===== config.mk =====
export PLATFORM = sky130hd
export DESIGN_NAME = jedro_1_regcheck
export DESIGN_NICKNAME = d
export VERILOG_FILES = /design/src/rtl/jedro_1_regcheck_pkg.sv /design/src/rtl/jedro_1_regcheck.sv
export SDC_FILE = /design/constraint.sdc
export NUM_CORES = 1
export LEC_CHECK = 0
export CAP_MARGIN = 20
export CORE_AREA = 4 4 447 449
export DETAILED_ROUTE_END_ITERATION = 7
export DIE_AREA = 0 0 451 453
export PLACE_DENSITY_LB_ADDON = 0.3
export SYNTH_ARGS = -nofsm -noshare
export SYNTH_HDL_FRONTEND = slang
export SYNTH_SLANG_ARGS = --single-unit

===== constraint.sdc =====
create_clock -name clk_i -period 3.5 [get_ports clk_i]
set_input_delay 0.7 -clock clk_i [delete_from_list [all_inputs] [get_ports clk_i]]
set_output_delay 0.7 -clock clk_i [all_outputs]
set_load 0.01 [all_outputs]

===== src/rtl/jedro_1_regcheck_pkg.sv =====
// jedro_1_regcheck_pkg: FSM state encoding and default sizing for the register-file checker.
package jedro_1_regcheck_pkg;
  typedef enum logic [2:0] {
    S_IDLE,
    S_RUN,
    S_DRAIN,
    S_CHECK,
    S_DONE
  } state_t;
  localparam int DEF_DATA_WIDTH   = 32;
  localparam int DEF_NUM_REGS     = 32;
  localparam int DEF_DRAIN_CYCLES = 3;
  localparam int DEF_MAX_CYCLES   = 32;
endpackage


===== src/rtl/jedro_1_regcheck.sv =====
// jedro_1_regcheck: waits for core halt, drains, then compares the register file against expected values.
// Define JEDRO_1_REGCHECK_TIMEOUT_EN to bound the run phase by MAX_CYCLES and report timeout_o.
module jedro_1_regcheck
  import jedro_1_regcheck_pkg::*;
#(
  parameter int DATA_WIDTH   = DEF_DATA_WIDTH,
  parameter int NUM_REGS     = DEF_NUM_REGS,
  parameter int DRAIN_CYCLES = DEF_DRAIN_CYCLES,
  parameter int MAX_CYCLES   = DEF_MAX_CYCLES
) (
  input  logic                           clk_i,
  input  logic                           rstn_i,
  input  logic                           start_i,
  input  logic                           halt_i,
  output logic [$clog2(NUM_REGS)-1:0]    rf_raddr_o,
  input  logic [DATA_WIDTH-1:0]          rf_rdata_i,
  input  logic [NUM_REGS-1:0]            exp_mask_i,
  input  logic [NUM_REGS*DATA_WIDTH-1:0] exp_data_i,
  output logic                           busy_o,
  output logic                           done_o,
  output logic                           pass_o,
  output logic                           timeout_o,
  output logic [$clog2(NUM_REGS+1)-1:0]  err_cnt_o,
  output logic [$clog2(NUM_REGS)-1:0]    err_addr_o,
  output logic [DATA_WIDTH-1:0]          err_data_o
);
  localparam int IW = $clog2(NUM_REGS);
  localparam int EW = $clog2(NUM_REGS + 1);
  localparam int DW = $clog2(DRAIN_CYCLES + 1);
  state_t                r_state;
  logic [IW-1:0]         r_idx;
  logic [DW-1:0]         r_drain;
  logic [EW-1:0]         r_err_cnt;
  logic [IW-1:0]         r_err_addr;
  logic [DATA_WIDTH-1:0] r_err_data;
  logic                  r_done;
  logic                  r_pass;
  logic                  w_start;
  logic                  w_mismatch;
  logic                  w_run_end;
  logic                  w_timeout;
  assign w_start    = (r_state == S_IDLE || r_state == S_DONE) && start_i;
  assign w_mismatch = exp_mask_i[r_idx] && rf_rdata_i != exp_data_i[r_idx*DATA_WIDTH +: DATA_WIDTH];
`ifdef JEDRO_1_REGCHECK_TIMEOUT_EN
  localparam int CW = $clog2(MAX_CYCLES);
  logic [CW-1:0] r_cnt;
  logic          r_timeout;
  assign w_timeout = r_timeout;
  assign w_run_end = halt_i || r_cnt == CW'(MAX_CYCLES - 1);
  // halt in the final budget cycle takes priority, so timeout only latches when halt is low
  always_ff @(posedge clk_i or negedge rstn_i)
    if (!rstn_i) begin
      r_cnt     <= '0;
      r_timeout <= 1'b0;
    end else if (w_start) begin
      r_cnt     <= '0;
      r_timeout <= 1'b0;
    end else if (r_state == S_RUN) begin
      r_cnt <= r_cnt + CW'(1);
      if (!halt_i && r_cnt == CW'(MAX_CYCLES - 1)) r_timeout <= 1'b1;
    end
`else
  assign w_timeout = 1'b0;
  assign w_run_end = halt_i;
`endif
  always_ff @(posedge clk_i or negedge rstn_i)
    if (!rstn_i) begin
      r_state    <= S_IDLE;
      r_idx      <= '0;
      r_drain    <= '0;
      r_err_cnt  <= '0;
      r_err_addr <= '0;
      r_err_data <= '0;
      r_done     <= 1'b0;
      r_pass     <= 1'b0;
    end else begin
      case (r_state)
        S_IDLE, S_DONE:
          if (start_i) begin
            r_state    <= S_RUN;
            r_err_cnt  <= '0;
            r_err_addr <= '0;
            r_err_data <= '0;
            r_done     <= 1'b0;
            r_pass     <= 1'b0;
          end
        S_RUN:
          if (w_run_end) begin
            r_state <= S_DRAIN;
            r_drain <= '0;
          end
        S_DRAIN:
          if (r_drain == DW'(DRAIN_CYCLES - 1)) begin
            r_state <= S_CHECK;
            r_idx   <= '0;
          end else r_drain <= r_drain + DW'(1);
        S_CHECK: begin
          if (w_mismatch) begin
            if (r_err_cnt != EW'(NUM_REGS)) r_err_cnt <= r_err_cnt + EW'(1);
            // a zero count means nothing has been captured yet this run
            if (r_err_cnt == '0) begin
              r_err_addr <= r_idx;
              r_err_data <= rf_rdata_i;
            end
          end
          if (r_idx == IW'(NUM_REGS - 1)) begin
            r_state <= S_DONE;
            r_done  <= 1'b1;
            r_pass  <= r_err_cnt == '0 && !w_mismatch && !w_timeout;
          end else r_idx <= r_idx + IW'(1);
        end
        default: r_state <= S_IDLE;
      endcase
    end
  assign rf_raddr_o = r_state == S_CHECK ? r_idx : '0;
  assign busy_o     = r_state == S_RUN || r_state == S_DRAIN || r_state == S_CHECK;
  assign done_o     = r_done;
  assign pass_o     = r_pass;
  assign timeout_o  = w_timeout;
  assign err_cnt_o  = r_err_cnt;
  assign err_addr_o = r_err_addr;
  assign err_data_o = r_err_data;
endmodule


=== Yosys cells after proc, flatten, opt, wreduce, memory -nomap -nowiden ===
Index checks and enable logic that the tools add are counted.

* Flip-flop bits (word level): 55
* Output and inout port bits: 52
* Logic and storage cells: 78

* Add/sub/neg operators: 3
* Magnitude comparators: 1
* Equal/unequal tests: 17
* Shifts and indexed selects: 1
* Mux-type cells: 31
* Reductions and logical operators: 17

{| class="wikitable"
|+ Operator list
! cell !! number
|-
| 1024-bit by 11-bit variable part select with 32-bit output || 1
|-
| 32-bit 2-to-1 mux || 3
|-
| 32-bit case mux with 2 select lines || 1
|-
| 32-bit != test || 1
|-
| 5-bit 2-to-1 mux || 6
|-
| 5-bit case mux with 2 select lines || 2
|-
| 6-bit 2-to-1 mux || 3
|-
| 2-bit != test (second input constant) || 9
|-
| 3-bit 2-to-1 mux || 4
|-
| 3-bit case mux with 4 select lines || 1
|-
| 6-bit case mux with 2 select lines || 1
|-
| 4-bit AND reduction || 3
|-
| 3-bit AND reduction || 3
|-
| 6-bit by 1-bit adder with 6-bit output (second input constant) || 1
|-
| 3-bit by 2-bit equality test with 1-bit output (second input constant) || 2
|-
| 6-bit zero test || 1
|-
| 5-bit by 6-bit less-than comparator with 1-bit output (second input constant) || 1
|-
| 6-bit != test (second input constant) || 1
|-
| 2-bit nonzero test || 3
|-
| 5-bit by 1-bit adder with 5-bit output (second input constant) || 1
|-
| 1-bit binary-select mux with 5-bit select || 1
|-
| 5-bit equality test (second input constant) || 1
|-
| 1-bit 2-to-1 mux || 4
|-
| 2-bit 2-to-1 mux || 2
|-
| 11 further kinds || 14
|}

=== Longest topological paths before layout ===
Gate-level depths: netlist of run 1.

* Depth in word-level cells: 7
* Gate-level depth with buffers: 19
* Gate-level depth less buffers: 10

=== Worst setup path after synthesis of run 1 ===
No wires, ideal clock.

* Path type: input to register
* Start point: input port exp_data_i[102]
* End point: register r_err_addr[3], in the netlist err_addr_o[3]
* Library setup time: 0.121 ns
* Data arrival time: 3.445 ns
* Data required time: 3.379 ns
* Slack: -0.066 ns
* Stages on the path: 12
* Path buffers: 2
* Cell sequence: mux4_2 > mux2_2 > a211oi_1 > nor3_1 > nand4b_1 > or4_4 > nor4_4 > a21oi_2 > and3_4 > buf_6 > buf_6 > a22o_1

* Longest elaborated chain between the ends: 5

{| class="wikitable"
|+ Ends and longest elaborated chain
! what !! line !! RTL
|-
| start, declared || jedro_1_regcheck.sv:18 || <nowiki>input logic [NUM_REGS*DATA_WIDTH-1:0] exp_data_i,</nowiki>
|-
| 1024-bit by 11-bit variable part select with 32-bit output || jedro_1_regcheck.sv:43 || <nowiki>assign w_mismatch = exp_mask_i[r_idx] && rf_rdata_i != exp_data_i[r_idx*DATA_WIDTH +: DATA_WIDTH];</nowiki>
|-
| 32-bit != test || jedro_1_regcheck.sv:43 ||
|-
| 1-bit logical AND || jedro_1_regcheck.sv:43 ||
|-
| 2-bit != test (no line) || -- ||
|-
| 4-bit AND reduction (no line) || -- ||
|-
| end signal, assigned || jedro_1_regcheck.sv:102 || <nowiki>r_err_addr <= r_idx;</nowiki>
|-
| end, declared || jedro_1_regcheck.sv:34 || <nowiki>logic [IW-1:0] r_err_addr;</nowiki>
|}

No other way between the ends.
A chain may end at the register's enable or synchronous reset.

=== Worst setup path after layout of run 1 ===
* Start point: input port exp_data_i[889]
* End point: register r_err_data[2], in the netlist err_data_o[2]

* Longest elaborated chain between the ends: 5

{| class="wikitable"
|+ Ends and longest elaborated chain
! what !! line !! RTL
|-
| 1024-bit by 11-bit variable part select with 32-bit output || jedro_1_regcheck.sv:43 ||
|-
| 32-bit != test || jedro_1_regcheck.sv:43 ||
|-
| 1-bit logical AND || jedro_1_regcheck.sv:43 ||
|-
| 2-bit != test (no line) || -- ||
|-
| 4-bit AND reduction (no line) || -- ||
|-
| end signal, assigned || jedro_1_regcheck.sv:103 || <nowiki>r_err_data <= rf_rdata_i;</nowiki>
|-
| end, declared || jedro_1_regcheck.sv:35 || <nowiki>logic [DATA_WIDTH-1:0] r_err_data;</nowiki>
|}

No other way between the ends.

==> summary.txt, run 1 <==
Logic synthesis
  – Yosys cell types: 70
  – Seq/Total Area, Yosys: 11.7%
  – Post-Syn Instances: ~1100
  – Synth Flop Type: dfrtp_1
  – Post-synth EDFFs: 0
  – Asr flop ratio synth: 100%
  – Synthesized Nets: between 2000 and 2500
  – Syn avg cell area: between 10 and 15 sq um
  – Syn. warnings: 0
  – Seq cells post-synth: 55
  – Post-synthesis cell area: approximately 12000 sq um

GRT
  – Largest net degree at the start of global routing: 56
  – Vias in the first global route: between 15000 and 20000
  – First-pass GRT wire length: approximately 200000 um
  – Grt ovf: 0
  – All-Layer GR Usage: 14.9%
  – Antenna violations before repair: 100

CTS
  – Root buffer cell: clkbuf_16
  – Num CTS Buffers: 5
  – CTS max path bufs: 2
  – Clk sink count: 55
  – Hold-fix buffers, CTS: 0
  – H-tree depth: 2
  – Clock Latency Late Sink: around 0.3 ns
  – Clk pin slew, worst setup/hold paths: about 0.080 ns
  – TritonCTS clock tree: done

Route
  – Vias: about 17000
  – Antenna violation net count after detailed routing: 0
  – WL final: between 150000 and 200000 um
  – Per-cell routed wire length: about 31 um
  – DRC: 0
  – TritonRoute pass-1 iters: 5
  – Iter 0 DRT Violations: just over 1000
  – Vias per cell: ~3.3

Layout
  – Post-route design area: slightly above 30000 sq um
  – Most frequent cells in the layout: clkdlybuf4s50_1 (1140), buf_4 (250), mux2i_1 (238), mux4_2 (140), buf_12 (66)
  – Share of post-route cells with drive strength above 1: between 20% and 30%
  – Commonest non-fill, non-tap cell in the layout: clkdlybuf4s50_1
  – Synth-to-layout area growth: 160%
  – # fillers: between 20000 and 25000
  – Finished Core Util: around 16%
  – Fin nets: ~3600

Timing
  – Actual slew at the worst max-slew pin: 0.772 ns
  – Final hold violation count: 0
  – Final min period: 4.09 ns
  – Setup TNS: -24.35 ns
  – RSZ-0062 raised after global routing: yes
  – Final setup fails: 44
  – Tcrit/Tclk final: 117%
  – Skew final: between 0.01 and 0.015 ns
  – Slew headroom: 48.5%
  – Final hold slack: approximately 0.46 ns
  – Worst setup margin: -0.590 ns
  – Max Fclk: about 240 MHz
  – Slew Limit Fails: 0

Power
  – Maximum vdd drop: roughly 0.00026 V
  – P per Cell Area: 696 nW/um^2
  – Leakage Power: between 0.01 and 0.015 uW
  – Tot Pwr: ~21000 uW

Critical path
  – Crit-path max FO: 5
  – CP arrival: ~4.3 ns
  – Slowest CP cell: dlygate4sd2_1
  – WP buf/inv: 6
  – CP top delay family: buffers and inverters
  – Critical path endpoint category: flip-flop
  – Worst setup SP type: primary input
  – Required @ worst endpoint: about 3.7 ns
  – Crit path top cell by count: buf_4
  – Cell chain of the critical path: dlygate4sd2_1, buf_4, mux4_2, nor2_1, a221oi_1, o22ai_1, or3_1, nand4b_1, buf_4, nor4_4, buf_4, a211oi_4, o22ai_4, buf_12, clkbuf_16, a22o_1
  – Largest stage delay, worst path: 0.70 ns
  – Critical path class: in -> reg

Floorplanning
  – I/O pin count: about 1100
  – Core area: 196000 sq um
  – Die Y: approximately 450 um
  – Rows: between 150 and 200
  – Initial Util: between 5 and 6%
  – Die footprint: between 200000 and 250000 sq um
  – Die Span X: 451 um

Worst hold path
  – HP Class: in -> async

Run
  – Max Cap Violations: 0

Place
  – GPL Wtd Cong: 0.901
  – HPWL Detailed: ~150000 um
  – Buffers added on ports: about 1100
  – Dpl cell area: around 29000 sq um

Status
  – Run status: finished with violations
  – Failing checks: setup timing
-- worst register-to-register path: cells and delay by family, from the launching register on --
kind	cells	cell delay [ns]
buffers and inverters	6	0.88
DFF	1	0.50
AOI/OAI and AO/OA	4	0.70
and+or+nand+nor	4	1.13
muxes	2	0.82
-- timing repair --
item / 4_1_cts / 5_1_grt
pin swaps: 9 / 40
hold endpoints to repair: 0 / 0
gates resized for setup: 63 / 85
gates cloned: 6 / 9
setup endpoints to repair: 44 / 44
buffers inserted: 17 / 32
-- final timing paths --
kind | start | to | slack [ns] | cells after the start
setup reg to reg | r_idx[0] | err_cnt_o[1] | -0.57 | 16
setup / recovery | exp_data_i[889] | err_data_o[2] | -0.59 | 16
min in group clk_i | r_drain[1] | r_drain[1] | 0.51 | 2
hold reg to reg | r_drain[1] | r_drain[1] | 0.51 | 2
max in group asynchronous | rstn_i | r_idx[3] | 2.44 | 1
hold / removal | rstn_i | err_cnt_o[5] | 0.46 | 1
-- report_power, final --
| group | switching (uW) | internal, uW |
|---|---|---|
| clock | 254 | 342 |
| combinational | 9620 | 9700 |
| sequential | 372 | 950 |
| total | 10200 | 11000 |
-- sequential cells by signal, summed over array words and instances, names as in the netlist --
name	cells
r_drain	2
err_data_o	32
r_idx	5
err_addr_o	5
pass_o	1
r_state	3
err_cnt_o	6
done_o	1
-- per-layer routing --
| metal | vias up | routed length (um) | global-route usage (%) |
|---|---|---|---|
| met1 | 8480 | 60800 | 16.9 |
| met5 | - | 220 | 0 |
| met4 | 32 | 2350 | 1.67 |
| met2 | 904 | 89100 | 29.3 |
| met3 | 170 | 10400 | 3.01 |
| li1 | 7487 | - | - |
-- cell usage after synthesis (6+ instances only) --
cell / instances / share of area [%]
buf_1: 6 / 0.19
nand3_1: 25 / 1.1
o221ai_1: 26 / 1.9
dfrtp_1: 55 / 12
a21oi_1: 52 / 2.2
nor3_1: 8 / 0.34
clkbuf_1: 53 / 1.7
and2_1: 12 / 0.64
inv_1: 9 / 0.29
mux2i_1: 245 / 21
buf_2: 12 / 0.51
a211oi_1: 14 / 0.89
buf_6: 38 / 3.6
o21ai_0: 21 / 0.89
mux4_2: 140 / 27
xnor2_1: 12 / 0.89
nand2b_1: 6 / 0.32
a22oi_1: 66 / 4.2
nor2b_1: 12 / 0.64
nand4_1: 10 / 0.53
buf_4: 12 / 0.77
o211ai_1: 7 / 0.45
o22ai_1: 13 / 0.69
nand2_1: 48 / 1.5
mux2_2: 29 / 2.8
nor2_1: 32 / 1.0
xor2_1: 9 / 0.67
a221oi_1: 26 / 1.9
a22o_1: 40 / 3.0
-- through the flow --
step           instances  worst slack [ns]
6_report            5174            -0.590
5_1_grt             5166            -0.658
4_1_cts             5120            -0.698
3_3_place_gp        5087             -1.87
3_5_place_dp        5090             -1.15
2_1_floorplan       1130         0.0000344
-- cell families after synthesis --
family	after synthesis	synth area share [%]
other	1	0.0319
adder cells (fa/ha/maj)	5	0.532
buffers and inverters	133	7.38
AO/OA/AOI/OAI	314	19.8
AND/OR/NAND/NOR	186	8.39
multiplexers	415	50.6
flip-flops	55	11.7
XOR/XNOR	21	1.57
-- final cells by class --
cell class / instances / area (sq um) / share of cell area [%]
Clock buffer: 6 / 129 / 0.423
Multi-Input combinational cell: 943 / 10100 / 33.0
Sequential cell: 55 / 1400 / 4.58
Inverter: 10 / 38.8 / 0.127
Antenna cell: 15 / 37.5 / 0.123
Clock inverter: 2 / 38.8 / 0.127
Timing Repair Buffer: 1503 / 15500 / 50.8
Tap cell: 2640 / 3300 / 10.8
Note: power is estimated with default switching activity, not from simulation.
==> run 2, diff against run 1 <==
--- a/config.mk
+++ b/config.mk
@@ -9,6 +9,7 @@
 export CORE_AREA = 4 4 447 449
 export DETAILED_ROUTE_END_ITERATION = 7
 export DIE_AREA = 0 0 451 453
+export MAX_ROUTING_LAYER = met4
 export PLACE_DENSITY_LB_ADDON = 0.3
 export SYNTH_ARGS = -nofsm -noshare
 export SYNTH_HDL_FRONTEND = slang
==> summary.txt, run 2 (synthesized netlist as in run 1, its figures left out) <==
Status
  – Run status: finished with violations
  – Failing checks: setup timing

Route
  – Iter 0 DRT Violations: around 1200
  – Per-cell routed wire length: approximately 31 um
  – Wire length on met1: 61700 um
  – Vias per cell: ~3.3
  – DR top layer: met4
  – WL final: between 150000 and 200000 um
  – Vias: roughly 17000
  – DRC: 0
  – TritonRoute pass-1 iters: 5
  – Metal3 WL: between 8000 and 9000 um
  – Antenna violation net count after detailed routing: 0
  – Routed wl met2: just under 90000 um

Critical path
  – Reg2reg start: r_idx[0]
  – Required @ worst endpoint: roughly 3.7 ns
  – Critical path class: reg -> reg
  – CP top delay family: simple AND/OR/NAND/NOR gates
  – Worst-case reg-to-reg path depth: 16
  – Cell chain of the critical path: buf_12, buf_16, buf_8, mux4_2, a22o_1, a211oi_2, or3_1, nand4b_1, or4_4, nor4_4, buf_4, a211oi_4, o22ai_4, buf_12, clkbuf_16, a22o_1
  – WP buf/inv: 6
  – Reg-to-reg endpoint: err_addr_o[3]
  – CP arrival: 4.33 ns
  – Largest stage delay, worst path: roughly 0.64 ns
  – Critical path endpoint category: flip-flop
  – Crit-path max FO: 7
  – Slowest CP cell: or4_4
  – Worst setup SP type: flip-flop
  – Reg2Reg Setup Slack: -0.59 ns

Floorplanning
  – Die Span X: around 450 um
  – Die footprint: 204000 sq um
  – Core area: ~200000 sq um
  – Initial Util: under 10%
  – Die Y: 453 um
  – Rows: 163
  – I/O pin count: between 1000 and 1500

Timing
  – Tcrit/Tclk final: 117%
  – Slew headroom: around 49%
  – Worst setup margin: -0.589 ns
  – Final setup fails: 44
  – Skew final: about 0.0043 ns
  – Final min period: about 4.1 ns
  – RSZ-0062 raised after global routing: yes
  – Final hold violation count: 0
  – Slew Limit Fails: 0
  – Max Fclk: 245 MHz
  – Actual slew at the worst max-slew pin: 0.762 ns
  – Setup TNS: -23.88 ns

Layout
  – Finished Layout Cells: 5190
  – # fillers: between 20000 and 25000
  – Commonest non-fill, non-tap cell in the layout: clkdlybuf4s50_1
  – Post-route design area: 30300 sq um
  – Synth-to-layout area growth: 158%
  – Finished Core Util: between 15 and 20%
  – Max FFs per register: 32
  – Most frequent cells in the layout: clkdlybuf4s50_1 (1140), buf_4 (264), mux2i_1 (237), mux4_2 (140), buf_12 (73)
  – Fin nets: 3615
  – Share of post-route cells with drive strength above 1: about a quarter

CTS
  – Clk sink count: between 50 and 60
  – CTS max path bufs: 2
  – Num CTS Buffers: 5
  – Root buffer cell: clkbuf_16
  – Clock Latency Late Sink: about 0.3 ns
  – TritonCTS clock tree: done
  – Clk pin slew, worst setup/hold paths: about 0.080 ns
  – H-tree depth: 2

GRT
  – Antenna violations before repair: 93
  – First-pass GRT wire length: around 200000 um
  – All-Layer GR Usage: between 10% and 20%
  – Vias in the first global route: around 18000
  – Largest net degree at the start of global routing: 56
  – Grt ovf: 0

Place
  – GPL Wtd Cong: ~0.90
  – Dpl cell area: about 29000 sq um
  – HPWL Detailed: roughly 150000 um
  – Placed insts: 5104
  – Buffers added on ports: ~1100
  – Pre-CTS setup slack: -1.32 ns

Power
  – P per Cell Area: 686 nW/um^2
  – Clock share of power: 2.6%
  – Psw: roughly 10000 uW
  – Leakage Power: about 0.011 uW
  – Maximum vdd drop: approximately 0.00024 V
  – Sw Ratio: 48.4%
  – Comb power frac: between 90% and 100%
  – Sequential share of power: 6.3%
  – Pint: around 11000 uW

Worst hold path
  – HP Class: in -> async

Run
  – Max Cap Violations: 0
==> run 2: timing repair <==
item	CTS	global route
setup endpoints to repair	44	44
hold buffers	0	0
cloned	4	2
buffers inserted	40	2
hold endpoints to repair	0	0
pin swaps	16	22
gates resized for setup	107	11
==> run 2: layout make-up <==
type	instances	area (sq um)	share of cell area (%)
multi-input combinational	943	10000	33.1
clock buffer	5	125	0.413
timing repair buffer	1503	15300	50.5
tap	2640	3300	10.9
sequential	55	1400	4.60
antenna	31	77.6	0.256
inverter	10	42.5	0.140
clock inverter	3	23.8	0.0784
==> run 2: through the flow <==
step / power [uW] / hold slack, ns
final: 20800 / 0.450
after global routing: 22200 / 0.529
after global placement: 19600 / 0.491
after detailed placement: 19600 / 0.494
after floorplan: 8780 / 0.404
after CTS: 21600 / 0.497
==> run 2: how the worst max path moves through the flow <==
stage | cells past startpoint | startpoint | end
6_report | 16 | r_idx[0] | err_addr_o[3]
5_1_grt | 16 | r_idx[0] | err_data_o[8]
4_1_cts | 16 | r_idx[0] | err_data_o[11]
3_5_place_dp | 16 | exp_data_i[889] | err_data_o[11]
3_3_place_gp | 13 | exp_data_i[773] | err_addr_o[0]
2_1_floorplan | 17 | r_idx[0] | err_addr_o[3]
==> run 2: power groups by stage <==
stage          combinational, uW  clock [uW]  sequential [uW]
6_report                   18900         535             1310
5_1_grt                    20300         575             1350
4_1_cts                    19700         552             1320
2_1_floorplan               7540           0             1230
3_5_place_dp               18300           0             1340
3_3_place_gp               18200           0             1360
==> run 2: routing by layer <==
layer / vias to the layer above / track usage, %
li1: 7521 / -
met1: 8480 / 17.0
met2: 821 / 29.6
met3: 142 / 2.64
met4: 0 / 1.50
met5: - / -
==> run 2: worst register-to-register path: stages (launching register included) <==
cell	delay, ns
dfrtp_4	0.54
buf_12	0.18
buf_16	0.17
buf_8	0.12
mux4_2	0.45
a22o_1	0.27
a211oi_2	0.26
or3_1	0.15
nand4b_1	0.23
or4_4	0.64
nor4_4	0.15
buf_4	0.18
a211oi_4	0.08
o22ai_4	0.17
buf_12	0.16
clkbuf_16	0.14
a22o_1	0.14
==> run 3, diff against run 2 <==
--- a/config.mk
+++ b/config.mk
@@ -7,6 +7,7 @@
 export LEC_CHECK = 0
 export CAP_MARGIN = 20
 export CORE_AREA = 4 4 447 449
+export CTS_BUF_LIST = sky130_fd_sc_hd__clkbuf_4
 export DETAILED_ROUTE_END_ITERATION = 7
 export DIE_AREA = 0 0 451 453
 export MAX_ROUTING_LAYER = met4
==> summary.txt, run 3 (synthesized netlist as in run 1, its figures left out) <==
CTS
  – Hold-fix buffers, CTS: 0
  – Clk pin slew, worst setup/hold paths: roughly 0.19 ns
  – Root buffer cell: clkbuf_4
  – CTS max path bufs: 2
  – TritonCTS clock tree: done
  – Clock Latency Late Sink: between 0.4 and 0.5 ns
  – Num CTS Buffers: 5
  – Clk sink count: 55
  – H-tree depth: 2

Layout
  – Synth-to-layout area growth: 157%
  – Max FFs per register: 32
  – Share of post-route cells with drive strength above 1: around a quarter
  – Commonest non-fill, non-tap cell in the layout: clkdlybuf4s50_1
  – Fin nets: 3606
  – # fillers: ~22000
  – Most frequent cells in the layout: clkdlybuf4s50_1 (1140), buf_4 (245), mux2i_1 (237), mux4_2 (140), buf_12 (72)

Power
  – Psw: 10100 uW
  – Leakage Power: 0.0110 uW
  – P per Cell Area: roughly 680 nW/um^2
  – Maximum vdd drop: approximately 0.00024 V
  – Sequential share of power: 6.4%
  – Sw Ratio: 48.8%
  – Comb power frac: between 90% and 100%
  – Clock share of power: roughly 1.6%
  – Pint: ~11000 uW

Timing
  – RSZ-0062 raised after global routing: yes
  – Slew Limit Fails: 0
  – Actual slew at the worst max-slew pin: between 0.7 and 0.8 ns
  – Slew headroom: a little under 50%
  – Skew final: ~0.007 ns
  – Final hold violation count: 0
  – Final setup fails: 44
  – Final hold slack: about 0.32 ns
  – Setup TNS: -24.07 ns
  – Max Fclk: between 200 and 250 MHz
  – Worst setup margin: -0.578 ns
  – Final min period: roughly 4.1 ns
  – Tcrit/Tclk final: 117%

Route
  – Antenna violation net count after detailed routing: 0
  – TritonRoute pass-1 iters: 5
  – Per-cell routed wire length: 31.2 um
  – WL final: ~160000 um
  – Iter 0 DRT Violations: between 1000 and 1500
  – Vias: roughly 17000
  – DRC: 0
  – Vias per cell: roughly 3.3

Floorplanning
  – I/O pin count: roughly 1100
  – Die Span X: ~450 um
  – Core area: around 200000 sq um
  – Die footprint: ~200000 sq um
  – Initial Util: 5.99%
  – Die Y: between 400 and 500 um
  – Rows: approximately 160

Critical path
  – Largest stage delay, worst path: between 0.5 and 0.6 ns
  – Critical Path Source: r_idx[1]
  – Cell chain of the critical path: buf_12, buf_16, buf_4, buf_4, mux4_2, o21ai_0, a22oi_1, xor2_1, or4_4, nor4_4, buf_4, a211oi_4, o22ai_4, buf_12, buf_12, a22o_1
  – Required @ worst endpoint: 3.86 ns
  – Reg2reg start: r_idx[1]
  – CP arrival: about 4.4 ns
  – Crit-path max FO: 35
  – Worst setup SP type: flip-flop
  – Critical path endpoint category: flip-flop
  – Critical path class: reg -> reg
  – Slowest CP cell: dfrtp_4

GRT
  – First-pass GRT wire length: ~200000 um
  – Grt ovf: 0
  – Vias in the first global route: ~18000
  – All-Layer GR Usage: ~15%
  – Largest net degree at the start of global routing: 56
  – Antenna violations before repair: 97

Worst hold path
  – HP Class: in -> async

Run
  – Max Cap Violations: 0

Place
  – GPL Wtd Cong: approximately 0.9
  – Pre-CTS setup slack: -1.32 ns
  – HPWL Detailed: 147000 um
  – Buffers added on ports: between 1000 and 1500

Status
  – Run status: finished with violations
  – Failing checks: setup timing
==> run 3: changes by cell type in the layout (fill, tap and decap cells not counted), moves of 3 or more <==
| cell | previous run | this run |
|---|---|---|
| a21oi_1 | 51 | 47 |
| a21oi_2 | 2 | 5 |
| a221oi_2 | 5 | 8 |
| buf_4 | 264 | 245 |
| buf_6 | 12 | 18 |
| buf_8 | 4 | 8 |
| clkbuf_16 | 6 | 3 |
| clkbuf_4 | 0 | 5 |
==> run 3: area by class of cell <==
class	count	area [sq um]	area share [%]
timing repair buffer	1494	15300	50.6
multi-input combinational	943	10000	33.2
tap	2640	3300	10.9
sequential	55	1400	4.62
antenna	33	82.6	0.273
inverter	10	42.5	0.141
clock buffer	5	37.5	0.124
clock inverter	3	23.8	0.0787
==> run 3: final timing paths <==
kind / cells after the start / slack [ns] / end
max: 16 / -0.58 / err_data_o[11]
min: 1 / 0.32 / err_cnt_o[5]
max reg2reg: 16 / -0.58 / err_data_o[11]
min reg2reg: 1 / 0.53 / r_drain[0]
max in group asynchronous: 1 / 2.59 / r_idx[2]
min in group clk_i: 1 / 0.53 / r_drain[0]
==> run 3: metal layers <==
| metal | track usage (%) | wire length, um | vias up |
|---|---|---|---|
| met5 | - | 0 | - |
| met4 | 1.33 | 1980 | 0 |
| met3 | 2.53 | 8370 | 143 |
| met2 | 29.8 | 89400 | 816 |
| met1 | 17.1 | 61900 | 8603 |
| li1 | - | - | 7509 |
==> run 3: repair_timing <==
item | 4_1_cts | 5_1_grt
pin swaps | 7 | 10
setup buffers | 19 | 14
resized for setup | 93 | 38
gates cloned | 4 | 3
setup endpoints to repair | 44 | 44
==> run 3: critical path: cells and delay by family (launching register included) <==
kind | cells | cell delay [ns]
compound gates | 5 | 0.99
xor+xnor | 1 | 0.14
buf+inv | 7 | 1.17
flops | 1 | 0.59
mux | 1 | 0.29
simple gates | 2 | 0.77
==> run 3: power groups by stage <==
stage                     combinational (uW)  sequential (uW)  clock (uW)
after CTS                              19400             1320         336
after detailed placement               18300             1340           0
after floorplan                         7540             1230           0
final                                  19000             1310         327
after global routing                   20300             1350         362
after global placement                 18200             1360           0
==> run 3: per-stage QoR <==
stage / total power (uW) / instance area (sq um) / instances / util, %
2_1_floorplan: 8780 / 11800 / 1130 / -
3_3_place_gp: 19600 / 29000 / 5103 / 14.8
3_5_place_dp: 19600 / 29000 / 5104 / 14.8
4_1_cts: 21000 / 29800 / 5135 / 15.2
5_1_grt: 22000 / 30200 / 5176 / 15.4
6_report: 20600 / 30200 / 5183 / 15.4
